## src/rtl/io_ctrl_pkg.sv

```systemverilog
// Shared constants and FSM encoding for the GPIO port access controller.
package io_ctrl_pkg;

  localparam int unsigned WIDTH_DEF = 8;

  localparam logic SEL_DATA = 1'b0;
  localparam logic SEL_TRIS = 1'b1;

  typedef enum logic [1:0] {
    ST_IDLE  = 2'd0,
    ST_WRITE = 2'd1,
    ST_READ  = 2'd2,
    ST_ACK   = 2'd3
  } state_t;

endpackage

```

## src/rtl/io_rr_arb2.sv

```systemverilog
// Two-way round-robin arbiter; the pointer remembers the last winner and
// moves only when a grant is actually taken.
module io_rr_arb2 (
  input  logic       clock,
  input  logic       reset,
  input  logic [1:0] req,
  input  logic       advance,
  output logic [1:0] grant
);

  logic r_last;

  always_comb begin
    grant = '0;
    if (req == 2'b11) grant = r_last ? 2'b01 : 2'b10;
    else              grant = req;
  end

  // Reset to requester 1 so requester 0 wins the first tie.
  always_ff @(posedge clock) begin
    if (reset)                  r_last <= 1'b1;
    else if (advance && |grant) r_last <= grant[1];
  end

endmodule

```

## src/rtl/io_port_ctrl.sv

```systemverilog
// Arbitrated two-requester access controller in front of a GPIO register
// block: data writes/reads go to the pins, TRIS accesses stay local.
module io_port_ctrl
  import io_ctrl_pkg::*;
#(
  parameter int unsigned WIDTH = WIDTH_DEF
) (
  input  logic             clock,
  input  logic             reset,
  input  logic             r0_req,
  input  logic             r0_we,
  input  logic             r0_sel,
  input  logic [WIDTH-1:0] r0_wdata,
  output logic             r0_ack,
  output logic [WIDTH-1:0] r0_rdata,
  input  logic             r1_req,
  input  logic             r1_we,
  input  logic             r1_sel,
  input  logic [WIDTH-1:0] r1_wdata,
  output logic             r1_ack,
  output logic [WIDTH-1:0] r1_rdata,
  output logic             io_write_en,
  output logic             io_out_en,
  output logic [WIDTH-1:0] io_data_in,
  output logic [WIDTH-1:0] io_inout_sel,
  input  logic [WIDTH-1:0] io_data_out
);

  state_t           r_state, w_next;
  logic             r_we, r_sel, r_gnt_id;
  logic [WIDTH-1:0] r_wdata, r_tris, r_rdata;
  logic [1:0]       w_grant;
  logic             w_advance, w_gnt_we, w_gnt_sel;
  logic [WIDTH-1:0] w_gnt_wdata;

  assign w_advance   = (r_state == ST_IDLE) && (r0_req || r1_req);
  assign w_gnt_we    = w_grant[0] ? r0_we    : r1_we;
  assign w_gnt_sel   = w_grant[0] ? r0_sel   : r1_sel;
  assign w_gnt_wdata = w_grant[0] ? r0_wdata : r1_wdata;
  assign io_inout_sel = r_tris;

  io_rr_arb2 u_arb (
    .clock   (clock),
    .reset   (reset),
    .req     ({r1_req, r0_req}),
    .advance (w_advance),
    .grant   (w_grant)
  );

  always_ff @(posedge clock) begin
    if (reset) begin
      r_state  <= ST_IDLE;
      r_we     <= 1'b0;
      r_sel    <= SEL_DATA;
      r_gnt_id <= 1'b0;
      r_wdata  <= '0;
      r_tris   <= '0;
      r_rdata  <= '0;
    end else begin
      r_state <= w_next;
      if (w_advance) begin
        r_gnt_id <= w_grant[1];
        r_we     <= w_gnt_we;
        r_sel    <= w_gnt_sel;
        r_wdata  <= w_gnt_wdata;
        r_rdata  <= '0;
      end
      if (r_state == ST_WRITE && r_sel == SEL_TRIS) r_tris <= r_wdata;
      if (r_state == ST_READ)
        r_rdata <= (r_sel == SEL_TRIS) ? r_tris : io_data_out;
    end
  end

  always_comb begin
    w_next      = r_state;
    r0_ack      = 1'b0;
    r1_ack      = 1'b0;
    r0_rdata    = '0;
    r1_rdata    = '0;
    io_write_en = 1'b0;
    io_out_en   = 1'b0;
    io_data_in  = '0;

    unique case (r_state)
      ST_IDLE:  if (w_advance) w_next = w_gnt_we ? ST_WRITE : ST_READ;
      ST_WRITE: w_next = ST_ACK;
      ST_READ:  w_next = ST_ACK;
      ST_ACK:   w_next = ST_IDLE;
      default:  w_next = ST_IDLE;
    endcase

    // Strobes and acks are masked during reset so an in-flight access is
    // dropped in the very cycle reset is sampled.
    if (!reset) begin
      unique case (r_state)
        ST_WRITE: begin
          io_write_en = (r_sel == SEL_DATA);
          io_data_in  = r_wdata;
        end
        ST_READ:  io_out_en = (r_sel == SEL_DATA);
        ST_ACK: begin
          if (r_gnt_id) begin
            r1_ack   = 1'b1;
            r1_rdata = r_rdata;
          end else begin
            r0_ack   = 1'b1;
            r0_rdata = r_rdata;
          end
        end
        default: ;
      endcase
    end
  end

endmodule

```

## config.mk

```make
export PLATFORM = sky130hd
export DESIGN_NAME = io_port_ctrl
export DESIGN_NICKNAME = d
export VERILOG_FILES = /design/src/rtl/io_ctrl_pkg.sv /design/src/rtl/io_rr_arb2.sv /design/src/rtl/io_port_ctrl.sv
export SDC_FILE = /design/constraint.sdc
export NUM_CORES = 1
export LEC_CHECK = 0
export CAP_MARGIN = 20
export CORE_AREA = 2 2 119 63
export DETAILED_ROUTE_END_ITERATION = 6
export DIE_AREA = 0 0 121 65
export GPL_TIMING_DRIVEN = 0
export MAX_ROUTING_LAYER = met4
export SLEW_MARGIN = 40
export SYNTH_ARGS = -nofsm -noshare
export SYNTH_HDL_FRONTEND = slang
export SYNTH_SLANG_ARGS = --single-unit
```

## constraint.sdc

```tcl
create_clock -name clock -period 1.44 [get_ports clock]
set_input_delay 0.288 -clock clock [delete_from_list [all_inputs] [get_ports clock]]
set_output_delay 0.288 -clock clock [all_outputs]
set_load 0.1 [all_outputs]
```

==> results.py <==
metrics = {
    "sta": {
        "timing.final.crit_share_pct": 123.5,
        "fin_crit_ns": 1.779,
        "hold_ws_ns": 0.2860,
        "hold_viol": 0,
        "worst_clock_skew_ns": 0.001732,
        "slew_viol_final": 0,
        "fmax_mhz": 562.2,
        "tightest_slew_ns": 0.5764,
        "finalSetupViolations": 32,
        "relSlewSlack_pct": 61.57,
        "grt_setup_unrepaired": "yes",
        "setup_slack_ns": -0.3387,
    },
    "pwr": {
        "p_comb_share_pct": 53.4,
        "internal_power_w": 0.003003,
        "p_sw_w": 0.001931,
        "p_clk_share_pct": 22.2,
        "p_per_area_nw_per_um2": 1493,
        "power_w": 0.004934,
        "p_sw_share_pct": 39.13,
        "p_leak_nw": 1.294,
        "ir_drop_mv": 0.6092,
        "seq_power_share_pct": 24.4,
    },
    "drt": {
        "drtIter0Drc": 52,
        "drcViolationCount": 0,
        "firstDrtPassIters": 4,
        "vias_per_cell": 4.486,
        "vias": 1633,
        "detail-route-antenna-nets": 0,
        "wl_um": 5505,
        "wire_per_inst_um": 15.12,
    },
    "placement": {
        "gp_congestion": 0.7507,
        "numPortBuffers": 66,
        "dpl.hpwl_um": 3731,
        "dp_cells": 345,
    },
    "logic_synthesis": {
        "synth_ff_type": "dfxtp_1",
        "ys_top_cells_by_area": "dfxtp_1 35%, and2_1 8.9%, a211oi_2 6.7%, a21oi_1 5.7%, mux2i_1 5.4%",
        "ys_seq_area_share_pct": 34.60,
        "yosys.area.top_type": "dfxtp_1",
        "async_flop_share_pct": 0,
        "synth_edf_count": 0,
        "syn_inst": 183,
        "syn_area_um2": 1678,
        "ys_types": 29,
        "postSynthAreaPerCell_um2": 9.169,
        "synth_seq_cells": 29,
        "syn_nets": 220,
        "ys.warnings.count": 0,
        "synth_top_area_share_pct": 34.60,
    },
    "floorplanning": {
        "core_area_um2": 6964,
        "ios": 68,
        "num_rows": 22,
        "die_x_um": 121,
        "start_util_pct": 24.09,
        "die_h_um": 65,
        "dieArea_um2": 7865,
    },
    "status": {
        "failed_checks": "setup timing",
        "status": "finished with violations",
    },
    "cells_and_area": {
        "final_cells": 364,
        "final_common_cell": "buf_12",
        "drive_above_1_share_pct": 53.36,
        "syn2layout_area_growth_pct": 96.94,
        "diodes": 0,
        "final_cell_mix": "30 x buf_12, 28 x clkdlybuf4s50_1, 27 x dfxtp_1",
        "final_nets": 304,
    },
    "worst_setup_path": {
        "critPathMaxFanout": 9,
        "r2r_end": "r_rdata[3]$_SDFFE_PP0P_",
        "crit_start": "r_state[0]$_SDFFE_PP0P_",
        "worstSetupEndpoint": "r1_rdata[6]",
        "crit_path_start_kind": "flop",
        "crit_path_end_kind": "primary output",
        "critPathKind": "reg -> out",
        "rr_startpoint": "r_state[1]$_SDFFE_PP0P_",
        "r2r_setup_slack_ns": -0.02,
        "arrival_ns": 1.49,
        "worstPathRequired_ns": 1.15,
        "rr_worst_depth": 9,
    },
    "global_routing": {
        "antenna_found_initial": 0,
        "grtUsageMet2_pct": 22.33,
        "grt_use_met3_pct": 3.257,
        "grt_pass1_wl_um": 9011,
        "met1_usage_pct": 21.56,
        "grt.busiest_layer": "met2",
        "grt_pass1_vias": 1723,
        "grt_max_degree": 11,
        "grt_overflow": 0,
        "grt_usage_pct": 15.30,
    },
    "clock_tree": {
        "holdBufCountCts": 0,
        "insertion_delay_ns": 0.28,
        "cts_sinks": 29,
        "cts_tree": "done",
        "clockBufferDepth": 2,
        "clk_pin_slew_ns": 0.05,
        "root_buffer": "clkbuf_16",
        "numCtsBuffers": 5,
        "htreeDepth": 2,
    },
    "worst_hold_path": {
        "hp-class": "in -> reg",
        "min_from": "reset",
    },
    "job": {
        "cap_violations": 0,
    },
}
==> per-layer routing <==
layer	share of wire, %	wire (um)
met4	0.76	42
met2	45	2458
met3	4.3	235
met5	0	0
met1	50	2768
==> synth_stat cells, drive strengths merged, types with 8 or more instances <==
cell,number
dfxtp,29
and2,24
a21oi,20
nor2,20
nand2,12
nor3b,11
a211oi,9
buf,9
mux2i,9
mux2,8
nand3,8
==> layout make-up <==
| cell class | instances | area, um2 |
|---|---|---|
| plain buffers | 12 | 151.4 |
| repair buffers | 78 | 1037 |
| clock buffers | 7 | 152.6 |
| inverters | 2 | 10.01 |
| fillers | 638 | 3660 |
| flip-flops and latches | 29 | 588.1 |
| well taps | 96 | 120.1 |
| clock inverters | 1 | 5.005 |
| multi-input cells | 139 | 1240 |
==> critical path, cell delays in order, from the launching register on <==
cell	delay [ns]
dfxtp_4	0.36
ha_4	0.16
and3b_2	0.20
clkbuf_16	0.16
and2_4	0.16
buf_12	0.16
==> power by group through the flow <==
stage | Combinational (W) | Clock, W | Sequential [W]
after CTS | 0.00246 | 0.00111 | 0.00119
after floorplan | 0.00136 | 0 | 0.00121
after detailed placement | 0.00181 | 0 | 0.00117
after global routing | 0.00280 | 0.00114 | 0.00123
after global placement | 0.00183 | 0 | 0.00116
final | 0.00264 | 0.00110 | 0.00120
==> state kept, by name, indices dropped and copies added (netlist names) <==
signal and count:
r_rdata 8, r_wdata 8, io_inout_sel 8, u_arb.r_last 1, r_state 2, r_sel 1
r_gnt_id 1
==> cells by family after synthesis <==
group	count (synthesis)	synth area share (%)
AO/OA/AOI/OAI	34	15.66
AND/OR/NAND/NOR	82	28.04
buffers and inverters	16	7.233
multiplexers	17	10.74
flip-flops	29	34.60
adder cells (fa/ha/maj)	5	3.729
==> worst min path at each step <==
stage	end	slack, ns	cells past startpoint
2_1_floorplan	io_inout_sel[4]$_SDFFE_PP0P_	0.46	2
3_3_place_gp	io_inout_sel[2]$_SDFFE_PP0P_	0.47	2
3_5_place_dp	io_inout_sel[4]$_SDFFE_PP0P_	0.47	2
4_1_cts	r_state[0]$_SDFFE_PP0P_	0.28	2
5_1_grt	r_state[0]$_SDFFE_PP0P_	0.29	2
6_report	r_state[0]$_SDFFE_PP0P_	0.29	2
==> per-stage QoR <==
stage	setup slack [ns]	util, %	area (um2)	setup TNS, ns
after floorplan	-0.8017	-	1809	-9.180
after global placement	-1.462	37.19	2590	-38.93
after detailed placement	-0.7348	34.60	2410	-16.44
after CTS	-0.3292	46.53	3241	-8.885
after global routing	-0.3797	47.45	3304	-10.28
final	-0.3387	47.45	3304	-8.524
==> repair_timing <==
action / in CTS / in global routing
gates resized for setup: 146 / 13
cloned: 2 / 1
pin swaps: 8 / 14
setup buffers: 10 / 0
setup endpoints to repair: 47 / 55
Power figures use the tool's default switching activity.
